[src/rtl/mmio_uart_ctrl.sv]
// rtl/mmio_uart_ctrl.sv - MMIO decode for UART RX/TX buffers and cycle/instret counters
module mmio_uart_ctrl #(
    parameter logic [31:0] ADDR_CTRL = 32'h8000_0000,
    parameter logic [31:0] ADDR_RX   = 32'h8000_0004,
    parameter logic [31:0] ADDR_TX   = 32'h8000_0008,
    parameter logic [31:0] ADDR_CC   = 32'h8000_0010,
    parameter logic [31:0] ADDR_IC   = 32'h8000_0014,
    parameter logic [31:0] ADDR_RST  = 32'h8000_0018
) (
    input  logic        clk,
    input  logic        rst_n,
    input  logic [31:0] mmio_addr,
    input  logic        mmio_rd,
    input  logic        mmio_wr,
    input  logic [7:0]  mmio_wdata,
    input  logic        inst_retire,
    output logic [31:0] mmio_rdata,
    output logic        mmio_hit,
    input  logic [7:0]  uart_rx_data,
    input  logic        uart_rx_valid,
    output logic        uart_rx_ready,
    output logic [7:0]  uart_tx_data,
    output logic        uart_tx_valid,
    input  logic        uart_tx_ready
);

    logic        is_ld;
    logic        rd_hit;
    logic [31:0] rd_data;
    logic        rx_full;
    logic [7:0]  rx_byte;
    logic [31:0] cycle_cnt;
    logic [31:0] inst_cnt;
    logic        rx_take;
    logic        rx_drain;
    logic        tx_take;
    logic        tx_done;
    logic        cnt_clr;

    // A combined rd+wr access behaves as a store only.
    assign is_ld    = mmio_rd & ~mmio_wr;
    assign rx_take  = uart_rx_valid & ~rx_full;
    assign rx_drain = is_ld & (mmio_addr == ADDR_RX) & rx_full;
    assign tx_take  = mmio_wr & (mmio_addr == ADDR_TX) & (~uart_tx_valid | uart_tx_ready);
    assign tx_done  = uart_tx_valid & uart_tx_ready;
    assign cnt_clr  = mmio_wr & (mmio_addr == ADDR_RST);

    assign uart_rx_ready = ~rx_full;

    always_comb begin
        rd_hit  = 1'b0;
        rd_data = 32'h0;
        if (is_ld) begin
            case (mmio_addr)
                ADDR_CTRL: begin
                    rd_hit  = 1'b1;
                    rd_data = {30'h0, rx_full, ~uart_tx_valid};
                end
                ADDR_RX: begin
                    rd_hit  = 1'b1;
                    rd_data = {24'h0, rx_byte};
                end
                ADDR_CC: begin
                    rd_hit  = 1'b1;
                    rd_data = cycle_cnt;
                end
                ADDR_IC: begin
                    rd_hit  = 1'b1;
                    rd_data = inst_cnt;
                end
                default: begin
                    rd_hit  = 1'b0;
                    rd_data = 32'h0;
                end
            endcase
        end
    end

    always_ff @(posedge clk or negedge rst_n) begin
        if (!rst_n) begin
            mmio_rdata <= 32'h0;
            mmio_hit   <= 1'b0;
        end else begin
            mmio_rdata <= rd_data;
            mmio_hit   <= rd_hit;
        end
    end

    // Capture and drain never coincide: capture needs the buffer empty, drain needs it full.
    always_ff @(posedge clk or negedge rst_n) begin
        if (!rst_n) begin
            rx_full <= 1'b0;
            rx_byte <= 8'h0;
        end else if (rx_take) begin
            rx_full <= 1'b1;
            rx_byte <= uart_rx_data;
        end else if (rx_drain) begin
            rx_full <= 1'b0;
        end
    end

    always_ff @(posedge clk or negedge rst_n) begin
        if (!rst_n) begin
            uart_tx_valid <= 1'b0;
            uart_tx_data  <= 8'h0;
        end else if (tx_take) begin
            uart_tx_valid <= 1'b1;
            uart_tx_data  <= mmio_wdata;
        end else if (tx_done) begin
            uart_tx_valid <= 1'b0;
        end
    end

    always_ff @(posedge clk or negedge rst_n) begin
        if (!rst_n) begin
            cycle_cnt <= 32'h0;
            inst_cnt  <= 32'h0;
        end else if (cnt_clr) begin
            cycle_cnt <= 32'h0;
            inst_cnt  <= 32'h0;
        end else begin
            cycle_cnt <= cycle_cnt + 32'd1;
            inst_cnt  <= inst_cnt + {31'h0, inst_retire};
        end
    end

endmodule

[config.mk]
export PLATFORM = sky130hd
export DESIGN_NAME = mmio_uart_ctrl
export DESIGN_NICKNAME = d
export VERILOG_FILES = /design/src/rtl/mmio_uart_ctrl.sv
export SDC_FILE = /design/constraint.sdc
export NUM_CORES = 1
export LEC_CHECK = 0
export ABC_AREA = 1
export ABC_CLOCK_PERIOD_IN_PS = 1600
export CAP_MARGIN = 10
export CELL_PAD_IN_SITES_DETAIL_PLACEMENT = 0
export CELL_PAD_IN_SITES_GLOBAL_PLACEMENT = 1
export CORE_AREA = 2 2 133 135
export DETAILED_ROUTE_END_ITERATION = 8
export DIE_AREA = 0 0 135 137
export PLACE_DENSITY_LB_ADDON = 0.1
export SYNTH_ARGS = -nofsm -noshare
export SYNTH_HDL_FRONTEND = slang
export SYNTH_SLANG_ARGS = --single-unit
[constraint.sdc]
create_clock -name clk -period 1.6 [get_ports clk]
set_clock_uncertainty 0.1 [all_clocks]
set_input_delay 0.16 -clock clk [delete_from_list [all_inputs] [get_ports clk]]
set_output_delay 0.16 -clock clk [all_outputs]
set_load 0.01 [all_outputs]
# Yosys cells after proc, flatten, opt, wreduce, memory -nomap -nowiden

Cells that the tools add are included.

Flip-flop bits (word level): 115
Input port bits: 55
Output and inout bits: 43
Word-level logic and storage cells: 41

$add $sub $neg: 2
Equality and inequality tests: 6
Muxes and demuxes: 10
Bitwise operators: 12
Reduce and logical (&&, ||, !) cells: 3

Operator list:

| cell                  | number |
|---|---|
| $eq 32x32->1 const B  | 6 |
| $pmux 32 s4           | 1 |
| $mux 32               | 3 |
| $add 32x1->32         | 1 |
| $add 32x1->32 const B | 1 |
| $and 1x1->1           | 8 |
| $mux 1                | 6 |
| $reduce_bool 2->1     | 2 |
| $reduce_or 4->1       | 1 |
| $not 1->1             | 3 |
| $or 1x1->1            | 1 |

# Logic depth before layout (Yosys ltp)

Gate-level depths: netlist of run 1.

Depth after elaboration: 6
Gate-level depth with buffers: 11
Gate-level depth less buffers: 11

# Worst setup path after synthesis of run 1

Ideal clock, no wire load.

Kind: register to register
Start: register inst_cnt[0]
End: register inst_cnt[30]
Library setup time: 121 ps
Arrival time: 1500 ps
Data required time: 1379 ps
Slack: -122 ps
Stages on the path, launching flop included: 12
Path buffers: 0
Clock period less this slack: 1722 ps
Path through: dfrtp_1 > ha_1 > ha_1 > nand2_1 > nor2_2 > nand2_1 > nor2_1 > inv_2 > nor2_1 > nand2_1 > xor2_1 > nor2_1

Word-level cells in the longest chain between the ends: 2

Ends and longest elaborated chain:

| item                   | line | text |
|---|---|---|
| start, declared        | 33   | `logic [31:0] inst_cnt;` |
| start signal, assigned | 123  | `inst_cnt <= inst_cnt + {31'h0, inst_retire};` |
| $add 32x1->32          | 123  |  |
| $mux 32                | 118  | `end else if (cnt_clr) begin` |

Every way passes these cells.
A chain may end at the register's enable or synchronous reset.

# Worst setup path after layout of run 1

Start: register cycle_cnt[1]
End: register cycle_cnt[14]

Word-level cells in the longest chain between the ends: 2

Ends and longest elaborated chain:

| item                   | line | text |
|---|---|---|
| start, declared        | 32   | `logic [31:0] cycle_cnt;` |
| start signal, assigned | 122  | `cycle_cnt <= cycle_cnt + 32'd1;` |
| $add 32x1->32          | 122  |  |
| $mux 32                | 118  |  |

Every way passes these cells.

==> results_dict.tcl, run 1 <==
set metrics [dict create \
    cts_buffer_depth 2 \
    power_density_nw_per_um2 858 \
    io_pins 98 \
    ir_worst_vdd_uv 748 \
    ys.flop_type "dfrtp_1" \
    synth_warnings 0 \
    cts_root_buffer "clkbuf_16" \
    yosysUniqueCellTypes 32 \
    slew_viol_final 0 \
    final-setup-viol-count 21 \
    clock-sinks 115 \
    synth_edf_count 0 \
    critical_path.startpoint "cycle_cnt[1]" \
    fin_crit_sh_pct 107 \
    seq_area_um2 2890 \
    rr_worst_depth 8 \
    initial_utilization_pct 35.2 \
    syn-num-nets 814 \
    drive_above_1_share_pct 34.6 \
    endpoint_kind "flip-flop" \
    grt_max_degree 37 \
    synth_common_cells "nand2_1, nor2_1, dfrtp_1, inv_1, nand3_1" \
    cap_violations 0 \
    numCtsBuffers 17 \
    ant_nets 0 \
    die_h_um 137 \
    period_minus_slack_ns 1.71 \
    crit_end "cycle_cnt[14]" \
    synth_top_cell_by_area "dfrtp_1" \
    wl_per_cell_um 14.7 \
    n_antenna_cell 0 \
    ys_top_cells_by_area "dfrtp_1, nand2_1, nor2_1, inv_1, nand3_1" \
    nFillCells 1565 \
    grt_pass1_wl_um 28900 \
    avgViaCountPerCell 4.69 \
    synth_top_family_by_area "simple AND/OR/NAND/NOR gates" \
    die_area_um2 18500 \
    fmax_ghz 0.584 \
    yosys.area_share.simple_pct 31.8 \
    relSlewSlack_pct 75.9 \
    r2r_start "cycle_cnt[1]" \
    rrSetupSlack_ns -0.11 \
    cp.required_ns 1.81 \
    leakage_nw 4.52 \
    crit_type "flip-flop to flip-flop" \
    drtIter0Drc 264 \
    insertion_delay_ns 0.42 \
    syn_area_per_cell_um2 7.94 \
    clkTransAtPathRegs_ns 0.06 \
    async_reset_ff_share_pct 100 \
    grt_use_total_pct 20.2 \
    arrival_ns 1.92 \
    critical_path.max_fanout 4 \
    start_kind "flip-flop" \
    synthAdderAreaFrac_pct 0.625 \
    grt_overflow 0 \
    area_growth_pct 59.9 \
    yosysMostFrequentCell "nand2_1" \
    synthCells 756 \
    synth-seq-cells 115 \
    postRouteWirelength_um 18100 \
    place_congestion 0.866 \
    hpwl_um 13300 \
    final_util_pct 56.3 \
    outcome "finished, violations left" \
    vias 5782 \
    core_area_um2 17100 \
    hold_viol 0 \
    synth_top_area_share_pct 47.9 \
    fin_nets 1054 \
    r2r-end "cycle_cnt[14]" \
    synth-xor-area-share_pct 4.38 \
    htreeDepth 4 \
    fin_tns_setup_ns -0.824 \
    worst_slack_ns -0.112 \
    grt_pass1_vias 5856 \
    netlist_area_um2 6000 \
    rsz0062_at_grt "yes" \
    synthMuxAreaShare_pct 1.50 \
    rows 48 \
    violations "setup timing" \
    synth_compound_area_share_pct 6.61 \
    io_buffers 97 \
    fp.dieW_um 135 \
    antenna_found_initial 0 \
    ys_seq_area_share_pct 47.9 \
    cts_tree "done" \
    dr.pass1.iters 7 \
    worst_pin_slew_ns 0.361 \
    hold_path.class "input port to asynchronous set/reset pin" \
    multi_input_area_um2 3240 \
    drc 0 \
]
==> layer usage <==
metal  track usage (%)  vias to the layer above  share of wire [%]
li1                  -                     2900                  -
met1              25.6                     2707                 44
met2              34.5                      150                 50
met3              4.44                       25                4.6
met4              6.25                        0                1.9
met5                 0                        -                  0
==> flip-flops by register name, indices dropped and copies added (netlist names) <==
signal and flops:
rx_byte 8, mmio_hit 1, cycle_cnt 32, inst_cnt 32, mmio_rdata 32, rx_full 1
uart_tx_valid 1, uart_tx_data 8
==> final cells by class <==
type | count | area share (%)
clock inverters | 13 | 1.92
flip-flops and latches | 115 | 30.1
clock buffers | 19 | 4.61
multi-input cells | 539 | 33.7
well taps | 225 | 2.93
inverters | 86 | 3.47
repair buffers | 237 | 23.3
==> critical path, cell delays in order, from the launching register on <==
cell and delay (ns):
dfrtp_1 0.38, ha_2 0.20, nand2_2 0.07, nor2_4 0.15, nand3_4 0.12, nor3_4 0.24, buf_4 0.15, xor2_1 0.12
nor2_1 0.05
==> where the power goes <==
part / total (mW) / internal [mW] / switching [mW]
Combinational: 0.957 / 0.513 / 0.444
Clock: 4.05 / 2.64 / 1.41
Sequential: 3.24 / 3.08 / 0.161
Total: 8.24 / 6.23 / 2.01
==> kinds of logic after synthesis <==
group | count (synthesis)
adders and majority gates | 3
DFF | 115
muxes | 8
buffers and inverters | 102
and+or+nand+nor | 434
xor gates and xnor gates | 30
AOI/OAI and AO/OA | 64
==> metrics by stage <==
stage               power (mW)  hold slack [ns]  area (µm²)  setup WS (ns)  instances
floorplan                 3.58           -0.236        6040        -0.0632        756
CTS                       8.19           0.0711        8920        -0.0900       1203
finish                    8.24           0.0643        9600         -0.112       1234
detailed placement        4.09          -0.0379        8070         -0.498       1165
global route              8.58           0.0848        9600         -0.225       1234
global placement          4.07          -0.0401        8070         -0.501       1165
==> what timing repair did <==
| action | in CTS | in global routing |
|---|---|---|
| cloned | 0 | 3 |
| endpoints found under the hold margin | 115 | 0 |
| buffers inserted | 5 | 29 |
| hold buffers | 1 | 0 |
| pin swaps | 14 | 59 |
| endpoints found under the setup margin | 44 | 64 |
| resized for setup | 52 | 129 |
==> how the worst min path moves through the flow <==
stage | from | end | depth (start not counted) | slack [ns]
after global placement | rst_n | inst_cnt[20] | 1 | -0.04
final | rst_n | inst_cnt[23] | 2 | 0.06
after floorplan | rst_n | cycle_cnt[0] | 0 | -0.24
after detailed placement | rst_n | inst_cnt[19] | 1 | -0.04
after global routing | rst_n | inst_cnt[31] | 2 | 0.08
after CTS | rst_n | inst_cnt[31] | 2 | 0.07
==> layout by cell type (no fill, tap or decap), types with 20 or more instances in the layout <==
| cell type | n |
|---|---|
| a21oi_2 | 23 |
| buf_4 | 117 |
| clkdlybuf4s50_1 | 80 |
| dfrtp_1 | 104 |
| inv_1 | 62 |
| inv_2 | 20 |
| nand2_1 | 154 |
| nand2_2 | 28 |
| nand3_1 | 41 |
| nor2_1 | 98 |
| nor2_4 | 21 |
| xor2_1 | 25 |
Power figures use the tool's default switching activity.
==> run 2: changes to the inputs <==
CELL_PAD_IN_SITES_DETAIL_PLACEMENT = 1   (was 0)
==> results_dict.tcl, run 2 (same netlist as run 1, synthesis figures left out) <==
set metrics [dict create \
    outcome "finished, violations left" \
    violations "setup timing" \
    area_growth_pct 67.8 \
    initial_utilization_pct 35.2 \
    grt_use_total_pct 23.2 \
    rsz0062_at_grt "yes" \
    cap_violations 0 \
    drtIter0Drc 450 \
    io_pins 98 \
    clock-sinks 115 \
    worst_pin_slew_ns 0.376 \
    drc 0 \
    insertion_delay_ns 0.42 \
    hold_path.class "input port to asynchronous set/reset pin" \
    cp.depth 11 \
    relSlewSlack_pct 74.8 \
    core_area_um2 17100 \
    fin_tns_setup_ns -2.52 \
    cp_top_family "buffers and inverters" \
    critical_path.max_fanout 4 \
    numCtsBuffers 17 \
    io_buffers 97 \
    slew_viol_final 0 \
    grt_pass1_vias 6597 \
    endpoint_kind "flip-flop" \
    htreeDepth 4 \
    antenna_found_initial 0 \
    preCtsSetupSlack_ns -0.565 \
    cp_num_buf_inv 4 \
    max_stage_delay_ns 0.39 \
    crit_type "flip-flop to flip-flop" \
    die_area_um2 18500 \
    power_density_nw_per_um2 823 \
    dr.pass1.iters 4 \
    final_util_pct 59.1 \
    n_antenna_cell 0 \
    fp.dieW_um 135 \
    grt_max_degree 37 \
    place_congestion 0.866 \
    start_kind "flip-flop" \
    avgViaCountPerCell 5.10 \
    hold_viol 0 \
    hpwl_um 14900 \
    arrival_ns 1.99 \
    ir_worst_vdd_uv 787 \
    dpl_cell_area_um2 8070 \
    p_total_mw 8.29 \
    path_cells "ha_4 -> ha_4 -> nand2_4 -> nor2_4 -> buf_4 -> inv_2 -> nor2_1 -> buf_4 -> buf_6 -> xnor2_2 -> nor2_1" \
    cts_tree "done" \
    r2r_start "inst_cnt[0]" \
    die_h_um 137 \
    final-setup-viol-count 34 \
    holdWs_ns 0.0774 \
    fin_crit_sh_pct 111 \
    period_minus_slack_ns 1.77 \
    cts_buffer_depth 2 \
    placedCellCount 1165 \
    fin_cells 1254 \
    fmax_ghz 0.564 \
    rr_worst_depth 11 \
    stdcell_area_um2 10100 \
    drive_above_1_share_pct 39.0 \
    most-common-layout-cells "nand2_1, buf_4, dfrtp_1" \
    vias 6393 \
    ant_nets 0 \
    r2r-end "inst_cnt[12]" \
    rrSetupSlack_ns -0.17 \
    crit_slowest_cell "dfrtp_1" \
    wl_per_cell_um 19.3 \
    leakage_nw 4.85 \
    layout_commonest_cell "nand2_1" \
    rows 48 \
    grt_overflow 0 \
    postRouteWirelength_um 24200 \
    cts_root_buffer "clkbuf_16" \
    worst_slack_ns -0.174 \
    fin_nets 1074 \
    clkTransAtPathRegs_ns 0.06 \
    top_regs "cycle_cnt (32), inst_cnt (32), mmio_rdata (32)" \
    grt_pass1_wl_um 33100 \
    cp.required_ns 1.81 \
]
## run 2: changes by cell type in the layout (fill, tap and decap cells not counted), moves of 6 or more
cell	before	now
clkdlybuf4s50_1	80	60
dlymetal6s2s_1	11	29
nand2_1	154	147
buf_6	12	20
nand2_2	28	34
## run 2: metal layers
layer	share of wire (%)	GRT usage (%)	vias to the layer above
met5	0	0	-
met4	2.9	8.39	0
met3	4.7	4.44	59
met2	54	42.0	217
met1	39	27.4	3190
li1	-	-	2927
## run 2: power by group
part | total [mW] | internal [mW] | switching, mW
logic | 0.991 | 0.508 | 0.483
registers | 3.26 | 3.08 | 0.183
clock network | 4.04 | 2.51 | 1.53
## run 2: how the worst max path moves through the flow
stage / startpoint / to / slack (ns)
after floorplan: inst_cnt[0] / inst_cnt[30] / -0.06
after global placement: inst_retire / inst_cnt[31] / -0.50
after detailed placement: inst_retire / inst_cnt[31] / -0.57
after CTS: inst_cnt[0] / inst_cnt[30] / -0.12
after global routing: inst_cnt[0] / inst_cnt[30] / -0.31
final: inst_cnt[0] / inst_cnt[12] / -0.17
## run 2: layout make-up
type                            count  area (µm²)
Clock buffer                       18         439
Clock inverter                     14         178
Fill cell                        1980        6980
Sequential cell                   115        2890
Timing Repair Buffer              257        2550
Inverter                           86         338
Multi-Input combinational cell    539        3400
Tap cell                          225         282
## run 2: worst reg2reg max path: cells and delay by family, from the launching register on
kind,cells,cell delay (ns)
simple gates,4,0.34
buf+inv,4,0.42
fa+ha+maj,2,0.30
flops,1,0.39
xor+xnor,1,0.10
## run 2: what timing repair did
item | CTS | global route
endpoints found under the hold margin | 115 | 0
cloned | 0 | 9
endpoints found under the setup margin | 51 | 95
gates resized for setup | 73 | 180
buffers inserted | 12 | 38
pin swaps | 19 | 85
hold buffers | 1 | 0
